--- config.mk ---
export PLATFORM = sky130hd
export DESIGN_NAME = code_conv_arbiter
export DESIGN_NICKNAME = d
export VERILOG_FILES = /design/src/rtl/code_conv_arbiter.sv
export SDC_FILE = /design/constraint.sdc
export NUM_CORES = 1
export LEC_CHECK = 0
export CORE_UTILIZATION = 40
export CTS_CLUSTER_DIAMETER = 50
export DETAILED_ROUTE_END_ITERATION = 7
export PLACE_DENSITY = 0.81
export SYNTH_ARGS = -nofsm -noshare
export SYNTH_HDL_FRONTEND = slang
export SYNTH_SLANG_ARGS = --single-unit
--- constraint.sdc ---
create_clock -name clk -period 3.1 [get_ports clk]
set_input_delay 0.62 -clock clk [delete_from_list [all_inputs] [get_ports clk]]
set_output_delay 0.62 -clock clk [all_outputs]
set_load 0.02 [all_outputs]
--- src/rtl/code_conv_arbiter.sv ---
// Round-robin arbiter sharing one binary/Gray code converter among NREQ requesters.
// Define CONV_ARB_FAST_G2B_EN for single-cycle Gray->binary (CALC state and bit counter removed).
//
// state | meaning
// IDLE  | arbitrate, capture winner, start conversion
// CALC  | serial Gray->binary, one bit per cycle from MSB-1 down to bit 0
// HOLD  | result valid, waiting for out_ready
module code_conv_arbiter #(
  parameter int WIDTH = 4,
  parameter int NREQ  = 4
) (
  input  logic                    clk,
  input  logic                    rst_n,
  input  logic [NREQ-1:0]         req_valid,
  output logic [NREQ-1:0]         req_ready,
  input  logic [NREQ*WIDTH-1:0]   req_data,
  input  logic [NREQ-1:0]         req_mode,
  output logic                    out_valid,
  input  logic                    out_ready,
  output logic [WIDTH-1:0]        out_data,
  output logic [$clog2(NREQ)-1:0] out_id,
  output logic                    out_mode,
  output logic                    busy
);
  localparam int IDW = $clog2(NREQ);
  localparam logic [IDW:0] NREQ_L = (IDW+1)'(NREQ);

`ifdef CONV_ARB_FAST_G2B_EN
  typedef enum logic [1:0] {IDLE = 2'd0, HOLD = 2'd2} state_t;
`else
  localparam int KW = $clog2(WIDTH);
  typedef enum logic [1:0] {IDLE = 2'd0, CALC = 2'd1, HOLD = 2'd2} state_t;
  logic [WIDTH-1:0] g_lat;
  logic [KW-1:0]    k, k_up;
`endif

  state_t           state, state_nxt;
  logic [IDW-1:0]   rr_ptr, winner;
  logic [IDW:0]     sum;
  logic             found, grant, sel_mode;
  logic [WIDTH-1:0] sel_data, b2g;

  // Winner is the first valid requester at or above rr_ptr, wrapping at NREQ.
  always_comb begin
    found  = 1'b0;
    winner = '0;
    sum    = '0;
    for (int j = 0; j < NREQ; j++) begin
      sum = {1'b0, rr_ptr} + (IDW+1)'(j);
      if (sum >= NREQ_L) sum = sum - NREQ_L;
      if (!found && req_valid[sum[IDW-1:0]]) begin
        found  = 1'b1;
        winner = sum[IDW-1:0];
      end
    end
  end

  always_comb begin
    sel_data = '0;
    sel_mode = 1'b0;
    for (int i = 0; i < NREQ; i++) begin
      if (winner == IDW'(i)) begin
        sel_data = req_data[i*WIDTH +: WIDTH];
        sel_mode = req_mode[i];
      end
    end
  end

  assign grant = (state == IDLE) && found;
  assign b2g   = sel_data ^ (sel_data >> 1);

  always_comb begin
    req_ready = '0;
    for (int i = 0; i < NREQ; i++)
      req_ready[i] = rst_n && grant && (winner == IDW'(i));
  end

`ifdef CONV_ARB_FAST_G2B_EN
  logic [WIDTH-1:0] g2b_fast;
  logic             acc;

  always_comb begin
    g2b_fast = '0;
    acc      = 1'b0;
    for (int i = WIDTH-1; i >= 0; i--) begin
      acc         = acc ^ sel_data[i];
      g2b_fast[i] = acc;
    end
  end
`else
  assign k_up = k + KW'(1);
`endif

  always_ff @(posedge clk or negedge rst_n) begin
    if (!rst_n) state <= IDLE;
    else        state <= state_nxt;
  end

  always_comb begin
    state_nxt = state;
    out_valid = 1'b0;
    busy      = 1'b1;
    case (state)
      IDLE: begin
        busy = 1'b0;
`ifdef CONV_ARB_FAST_G2B_EN
        if (grant) state_nxt = HOLD;
`else
        if (grant) state_nxt = sel_mode ? CALC : HOLD;
`endif
      end
`ifndef CONV_ARB_FAST_G2B_EN
      CALC: if (k == '0) state_nxt = HOLD;
`endif
      HOLD: begin
        out_valid = 1'b1;
        if (out_ready) state_nxt = IDLE;
      end
      default: state_nxt = IDLE;
    endcase
  end

  always_ff @(posedge clk or negedge rst_n) begin
    if (!rst_n) begin
      rr_ptr   <= '0;
      out_data <= '0;
      out_id   <= '0;
      out_mode <= 1'b0;
`ifndef CONV_ARB_FAST_G2B_EN
      g_lat    <= '0;
      k        <= '0;
`endif
    end else if (grant) begin
      rr_ptr   <= (winner == IDW'(NREQ-1)) ? '0 : winner + IDW'(1);
      out_id   <= winner;
      out_mode <= sel_mode;
`ifdef CONV_ARB_FAST_G2B_EN
      out_data <= sel_mode ? g2b_fast : b2g;
`else
      if (sel_mode) begin
        out_data <= {sel_data[WIDTH-1], {(WIDTH-1){1'b0}}};
        g_lat    <= sel_data;
        k        <= KW'(WIDTH-2);
      end else begin
        out_data <= b2g;
      end
    end else if (state == CALC) begin
      // Each bit is the running XOR of all Gray bits above and including it.
      out_data[k] <= out_data[k_up] ^ g_lat[k];
      k           <= k - KW'(1);
`endif
    end
  end

endmodule

==> impl_metrics.json <==
{
  "status": "finished, final reports clean",
  "met2_length_microns": 1760,
  "utilization_pct": 63.7,
  "antenna_found_initial": 0,
  "cp.required_ns": 2.48,
  "synth.avg_cell_area_sq_um": 9.63,
  "nets": 231,
  "synth_top_area_share_pct": 32.7,
  "nFillCells": 263,
  "fin_cells": 239,
  "grt_max_degree": 18,
  "ys_async_sr_fraction_pct": 100,
  "first_pass_iters": 4,
  "numCtsBuffers": 3,
  "synth.top_cells.by_count": "17 x dfrtp_1, 15 x nand2_1, 9 x inv_1",
  "hpwl_microns": 2670,
  "hold_slack_ns": 0.482,
  "rsz0062_at_grt": "no",
  "syn_inst": 135,
  "yosys_warnings": 0,
  "period_share_pct": 96.3,
  "viasPerCell": 5.38,
  "track_usage_pct": 21.0,
  "max-cap-violations": 0,
  "first_global_vias": 1267,
  "grt-ovfl-total": 0,
  "layout_min_cycle_time_ns": 2.98,
  "insertion_delay_ns": 0.29,
  "die_area_sq_mm": 0.00348,
  "relSlewSlack_pct": 67.0,
  "chipWidth_microns": 59.0,
  "worstSetupStartpointType": "primary input",
  "met3_length_microns": 179,
  "drt-met1-wl_microns": 1380,
  "initial_core_util_pct": 42.2,
  "setup_viol": 0,
  "multiInputGateArea_sq_um": 880,
  "path_class": "primary input to primary output",
  "p_int_w": 0.00108,
  "clock_path_buffers": 2,
  "synth.most_common_cell": "dfrtp_1",
  "cp.arrival_ns": 2.36,
  "fin_skew_ns": 0.000523,
  "ios": 40,
  "port_buffers": 39,
  "final_antenna_net_count": 0,
  "p_seq_share_pct": 22.6,
  "synth_area_sq_mm": 0.00130,
  "slew_violations": 0,
  "dp_cells": 233,
  "grt_pass1_wl_microns": 5490,
  "powerDensity_mw_per_mm2": 992,
  "fin_ws_ns": 0.116,
  "vias": 1287,
  "path_clk_slew_ns": 0.10,
  "tightest_slew_ns": 0.496,
  "cts_tree": "done",
  "p_sw_w": 0.000863,
  "antenna_cells": 0,
  "synthTopCellsByArea": "dfrtp_1 33%, ha_1 7.7%, nand2_1 4.3%",
  "ys_seq_area_share_pct": 32.7,
  "ys_types": 50,
  "drive_gt1_share_pct": 25.1,
  "comb_power_share_pct": 71.2,
  "synth-edff-count": 0,
  "seqCellArea_sq_um": 425,
  "p_leak_nw": 0.890,
  "drc": 0,
  "synth-seq-cells": 17,
  "core_sq_mm": 0.00308,
  "fmax_mhz": 335,
  "gp_congestion": 0.793,
  "top_layer": "met4",
  "rows": 20,
  "netlist.top_cell.by_area": "dfrtp_1",
  "cp_max_fo": 3,
  "synth_nets": 170,
  "pre_cts_slack_ns": -0.412,
  "p_clk_share_pct": 6.2,
  "syn2layout_area_growth_pct": 50.7,
  "avgRoutedWirePerCell_microns": 14.0,
  "cts_sinks": 17,
  "hold_violations": 0,
  "wl_microns": 3360,
  "swShare_pct": 44.4,
  "ir_drop_uv": 448,
  "clockRootBuffer": "clkbuf_4",
  "synth_ff_type": "dfrtp_1",
  "critPathCaptureType": "primary output",
  "drt_iter0_markers": 59,
  "hp-class": "flop to flop",
  "die_y_microns": 59.0,
  "h-tree-depth": 1
}
## repair_timing
item / CTS / global route
setup buffers: 0 / 2
hold buffers: 0 / 0
pin swaps: 2 / 6
resized for setup: 19 / 8
hold endpoints to repair: 0 / 0
endpoints found under the setup margin: 10 / 16
## routing by layer
| layer | vias to the layer above | track usage (%) |
|---|---|---|
| li1 | 622 | - |
| met1 | 616 | 25.1 |
| met2 | 45 | 38.1 |
| met3 | 4 | 3.06 |
| met4 | 0 | 7.14 |
| met5 | - | 0 |
## path summary, 6_finish.rpt
kind / startpoint / to / slack (ns) / cells after the start
max: req_valid[0] / req_ready[2] / 0.12 / 7
min: g_lat[2] / g_lat[2] / 0.48 / 2
max reg2reg: rr_ptr[1] / out_data[0] / 0.29 / 12
min reg2reg: g_lat[2] / g_lat[2] / 0.48 / 2
max in group asynchronous: rst_n / out_data[3] / 2.19 / 2
min in group asynchronous: rst_n / out_id[1] / 0.72 / 2
## cell type report
class	instances	share of cell area, %
Clock buffer	4	1.34
Inverter	9	1.72
Multi-Input combinational cell	106	44.9
Sequential cell	17	21.7
Tap cell	44	2.81
Timing Repair Buffer	59	27.5
## state kept, by name, summed over array words and instances, names as in the netlist
signal,flops
rr_ptr,2
state,2
k,2
out_mode,1
out_id,2
out_data,4
g_lat,4
## layout by cell type, fill, tap and decap left out, drive strengths merged, types with 2 or more instances in the layout
master         Yosys  layout
nor2               9       9
clkbuf             0       4
mux4               2       2
ha                 8       8
buf                3      22
mux2               2       2
clkdlybuf4s15      0       2
xnor2              2       2
o22ai              2       2
o211a              2       2
clkdlybuf4s50      0      33
nand3b             2       2
a221oi             4       4
a31oi              3       3
a21oi              8       8
o22a               2       2
nand2b             5       5
and3               4       4
dlymetal6s2s       0       2
a22oi              2       2
a221o              3       3
a211oi             4       4
or2                4       4
dfrtp             17      17
inv                9       9
o21ai              8       8
nand2             16      16
a31o               2       2
nor2b              2       2
## cell families (layout without fill, tap and decap cells)
logic type / after synthesis / after routing / share of synthesized area, %
buffers and inverters: 12 / 72 / 4.43
XOR/XNOR: 2 / 2 / 1.93
multiplexers: 5 / 5 / 5.97
adder cells (fa/ha/maj): 8 / 8 / 7.70
AO/OA/AOI/OAI: 46 / 46 / 27.5
AND/OR/NAND/NOR: 45 / 45 / 19.7
flip-flops: 17 / 17 / 32.7
## worst max-delay path, stage by stage
cell             delay, ns
clkdlybuf4s50_1       0.53
a211oi_2              0.28
nor2b_4               0.21
inv_1                 0.08
ha_1                  0.22
and3_1                0.15
clkdlybuf4s15_1       0.28
## power by group through the flow
stage | clock, W | sequential [W] | combinational [W]
floorplan | 0 | 0.000469 | 0.000818
global placement | 0 | 0.000435 | 0.00125
detailed placement | 0 | 0.000443 | 0.00129
CTS | 0.000121 | 0.000438 | 0.00134
global route | 0.000130 | 0.000455 | 0.00150
finish | 0.000120 | 0.000440 | 0.00138
## through the flow
step | setup TNS (ns) | instance area [sq um] | total power, W
2_1_floorplan | 0 | 1300 | 0.00129
3_3_place_gp | -3.46 | 1860 | 0.00169
3_5_place_dp | -4.93 | 1860 | 0.00174
4_1_cts | 0 | 1910 | 0.00190
5_1_grt | 0 | 1960 | 0.00209
6_report | 0 | 1960 | 0.00194
Power figures use the tool's default switching activity.
